File: config.mk
export PLATFORM = sky130hd
export DESIGN_NAME = shr_ift
export DESIGN_NICKNAME = d
export VERILOG_FILES = /design/src/rtl/shr_ift.sv
export SDC_FILE = /design/constraint.sdc
export NUM_CORES = 1
export LEC_CHECK = 0
export CAP_MARGIN = 20
export CELL_PAD_IN_SITES_DETAIL_PLACEMENT = 1
export CELL_PAD_IN_SITES_GLOBAL_PLACEMENT = 1
export CORE_MARGIN = 3
export CORE_UTILIZATION = 22
export DETAILED_ROUTE_END_ITERATION = 8
export PLACE_DENSITY_LB_ADDON = 0.25
export SLEW_MARGIN = 20
export SYNTH_ARGS = -nofsm -noshare
export SYNTH_HDL_FRONTEND = slang
export SYNTH_SLANG_ARGS = --single-unit
File: constraint.sdc
create_clock -name clk -period 1.35 [get_ports clk]
set_input_delay 0.27 -clock clk [delete_from_list [all_inputs] [get_ports clk]]
set_output_delay 0.27 -clock clk [all_outputs]
set_load 0.005 [all_outputs]
File: src/rtl/shr_ift.sv
// Logical right shifter with information-flow tracking and one registered stage.
// Build option: define SHR_IFT_PRECISE_TAINT_EN for the precise taint rule (default: conservative).
module shr_ift #(
  parameter int unsigned WIDTH   = 4,
  parameter int unsigned TAINT_W = 32
) (
  input  logic               clk,
  input  logic               rst,
  input  logic               in_valid,
  input  logic [WIDTH-1:0]   a,
  input  logic [TAINT_W-1:0] a_t,
  input  logic [WIDTH-1:0]   b,
  input  logic [TAINT_W-1:0] b_t,
  output logic               out_valid,
  output logic [WIDTH-1:0]   c,
  output logic [TAINT_W-1:0] c_t
);

  logic               out_valid_d, out_valid_q;
  logic [WIDTH-1:0]   c_d, c_q;
  logic [TAINT_W-1:0] c_t_d, c_t_q;

  logic               overshift;
  logic [WIDTH-1:0]   shifted;
  logic [TAINT_W-1:0] taint;

  // Widen b before comparing so the check is exact for any WIDTH up to 32 bits of amount.
  assign overshift = (32'(b) >= WIDTH);
  assign shifted   = overshift ? '0 : (a >> b);

`ifdef SHR_IFT_PRECISE_TAINT_EN
  // An untainted amount that shifts everything out yields a constant, so no label survives.
  always_comb begin
    taint = a_t;
    if (b_t != '0) begin
      taint = a_t | b_t;
    end else if (overshift) begin
      taint = '0;
    end
  end
`else
  assign taint = a_t | b_t;
`endif

  always_comb begin
    out_valid_d = in_valid;
    c_d         = c_q;
    c_t_d       = c_t_q;
    if (in_valid) begin
      c_d   = shifted;
      c_t_d = taint;
    end
  end

  always_ff @(posedge clk) begin
    if (rst) begin
      out_valid_q <= 1'b0;
      c_q         <= '0;
      c_t_q       <= '0;
    end else begin
      out_valid_q <= out_valid_d;
      c_q         <= c_d;
      c_t_q       <= c_t_d;
    end
  end

  assign out_valid = out_valid_q;
  assign c         = c_q;
  assign c_t       = c_t_q;

endmodule

==> flow_summary.ini <==
[drt]
vias = 1587
finalWirelength_mm = 4.854
dr.pass1.iters = 3
remaining_drc_errors = 0
vias_per_cell = 4.445
route.met3.wl_um = 530
drtIter0Drc = 24
wire_per_inst_um = 13.60
ant_nets = 0
wl_met1_mm = 2.101
met2_length_mm = 2.193
top_layer_used = met4

[power_and_ir_drop]
switchingPower_mw = 0.6180
p_leak_nw = 1.181
p_int_mw = 2.246
power_density_nw_per_um2 = 1037
vdd_ir_drop_max_mv = 0.4720
totalPowerFinal_mw = 2.864
power_frac_clock_pct = 39.5
pwr-share-seq_pct = 41.9
p_sw_share_pct = 21.57
p_comb_share_pct = 18.6

[global_routing]
grt_max_degree = 43
gr-total-overflow = 0
antenna_found_initial = 0
grt_pass1_wl_mm = 7.320
first_global_vias = 1554
grt_use_total_pct = 12.25

[setup_path]
cp.depth = 3
worstPathArrival_ps = 1390
r2r_end = c[3]$_SDFFE_PP0P_
r2r_start = c[3]$_SDFFE_PP0P_
critPathSlowestCell = or4b_1
cp_cell_sequence = clkdlybuf4s50_1 > or4b_1 > o32ai_1
crit_end = c[0]$_SDFFE_PP0P_
rr_worst_depth = 3
path_buf_inv = 1
r2r_setup_slack_ps = 650
path_class = primary input to register
setup.worst_path.start = b[3]
start_kind = primary input
crit_path_end_kind = register
critPathMaxStageDelay_ps = 570
crit_fanout = 2
worstPathRequired_ps = 1550
path_delay_family = simple AND/OR/NAND/NOR gates

[sta]
hold_violations = 0
min_period_ps = 1191
fmax_mhz = 839.9
tightest_slew_ps = 260.8
tns_ps = 0
finClkSkew_ps = 0
min_period_over_period_pct = 88.19
grt_setup_unrepaired = no
final-max-slew-violation-count = 0
setup_viol = 0
max-slew-margin-rel_pct = 82.57

[floorplanning]
fp.coreArea_um2 = 6096
fp.dieW_um = 86.70
fp-row-count = 28
die_h_um = 86.70
ios = 112
dieArea_um2 = 7516
start_util_pct = 23.50

[clock_tree]
clk_root_buffer_cell = clkbuf_8
clkSinkCount = 37
numCtsBuffers = 5
clk_pin_slew_ps = 70
worstSkewPairLatency_ps = 280
cts_hold_buf = 0
cts_tree = built
clockBufferDepth = 2
h-tree-depth = 2

[synth]
syn_inst = 166
syn_area_um2 = 1433
syn_area_per_cell_um2 = 8.630
ys_seq_area_share_pct = 51.70
synth_flop_cell = dfxtp_1
async_reset_ff_share_pct = 0
ys_seq_elements = 37
yosys_warnings = 0
yosysUniqueCellTypes = 17
synth_edf_count = 0
synth_nets = 241

[placement]
port_buffers = 111
place.gp.congestion = 0.7758
hpwl_mm = 3.760
place_inst = 349

[min_path]
hold_path_depth = 3
hold_class = primary input to register

[cells_and_area]
final_cells = 357
final_nets = 356
antenna_cells = 0
drive_gt1_share_pct = 7.801
area_growth_pct = 92.84

[run_status]
status = complete, no violations

[run]
cap_viol_max_count = 0
-- metrics by stage --
step	hold slack [ps]	worst slack (ps)	util, %	area, um^2
floorplan	452.0	304.7	-	1433
global placement	464.1	-241.9	43.78	2669
detailed placement	478.1	-289.3	43.78	2669
CTS	449.2	18.68	45.28	2760
global route	474.1	96.79	45.32	2763
finish	463.4	159.4	45.32	2763
-- sequential cells by signal (all words and copies together) (netlist names) --
| name | cells |
|---|---|
| c | 4 |
| c_t | 32 |
| out_valid | 1 |
-- worst min-delay path by stage --
stage | startpoint | to | slack (ps)
2_1_floorplan | b[3] | c[2]$_SDFFE_PP0P_ | 450
3_3_place_gp | c[1]$_SDFFE_PP0P_ | c[1]$_SDFFE_PP0P_ | 460
3_5_place_dp | c[2]$_SDFFE_PP0P_ | c[2]$_SDFFE_PP0P_ | 480
4_1_cts | in_valid | c[1]$_SDFFE_PP0P_ | 450
5_1_grt | in_valid | c[1]$_SDFFE_PP0P_ | 470
6_report | in_valid | c[1]$_SDFFE_PP0P_ | 460
-- layout by cell type, fill, tap and decap left out, drive strengths merged --
master         synthesis  routed
mux2i                  1       1
a22oi                  1       1
nor2                  66      66
bufinv                 0       2
a211oi                32      32
o32ai                  2       2
a21oi                  2       2
clkbuf                 3       5
nand2b                 1       1
nand3b                 1       1
dlymetal6s2s           0       1
nor2b                  4       4
inv                    2       2
mux2                   2       2
dfxtp                 37      37
a2bb2oi                1       1
clkinv                 0       1
buf                    9      10
nor4b                  1       1
or4b                   1       1
dlygate4sd2            0      37
clkdlybuf4s50          0      72
-- logic make-up (layout without fill, tap and decap cells) --
family / Yosys count / in the layout / synth area share, %
compound gates: 38 / 38 / 19.83
buf+inv: 14 / 130 / 4.454
flops: 37 / 37 / 51.70
mux: 3 / 3 / 2.271
simple gates: 74 / 74 / 21.75
-- tightest hold or removal path: cells and delay by family --
family,cells,cell delay [ps]
and+or+nand+nor,1,200
buffers and inverters,1,150
AOI/OAI and AO/OA,1,70
-- area by class of cell --
type | count | area [um^2]
Clock buffer | 5 | 68.82
Clock inverter | 3 | 65.06
Tap cell | 75 | 93.84
Fill cell | 744 | 3333
Timing Repair Buffer | 120 | 1155
Sequential cell | 37 | 744.5
Inverter | 2 | 7.507
Multi-Input combinational cell | 115 | 628.1
-- synthesized netlist by cell type, types with 2 or more instances --
cell	n	area share (%)
nor2_1	66	17
dfxtp_1	37	52
a211oi_1	32	17
buf_2	9	3.1
nor2b_1	4	1.7
clkbuf_1	3	0.79
a21oi_1	2	0.70
inv_1	2	0.52
mux2_1	2	1.6
o32ai_1	2	1.2
-- power groups by stage --
stage                     Sequential (mW)  Clock (mW)  Combinational, mW
after floorplan                      1.24           0              0.153
after CTS                            1.20        1.18              0.543
after global routing                 1.21        1.23              0.584
after global placement               1.23           0              0.582
final                                1.20        1.13              0.532
after detailed placement             1.23           0              0.590
-- metal layers --
metal	track usage (%)	up-vias
li1	-	803
met1	15.10	708
met2	19.40	72
met3	4.848	4
met4	4.249	0
met5	0	-
-- timing repair --
| item | 4_1_cts | 5_1_grt |
|---|---|---|
| gates resized for setup | 40 | 1 |
| endpoints found under the setup margin | 37 | 1 |
| setup buffers | 0 | 0 |
Note: power is estimated with default switching activity, not from simulation.
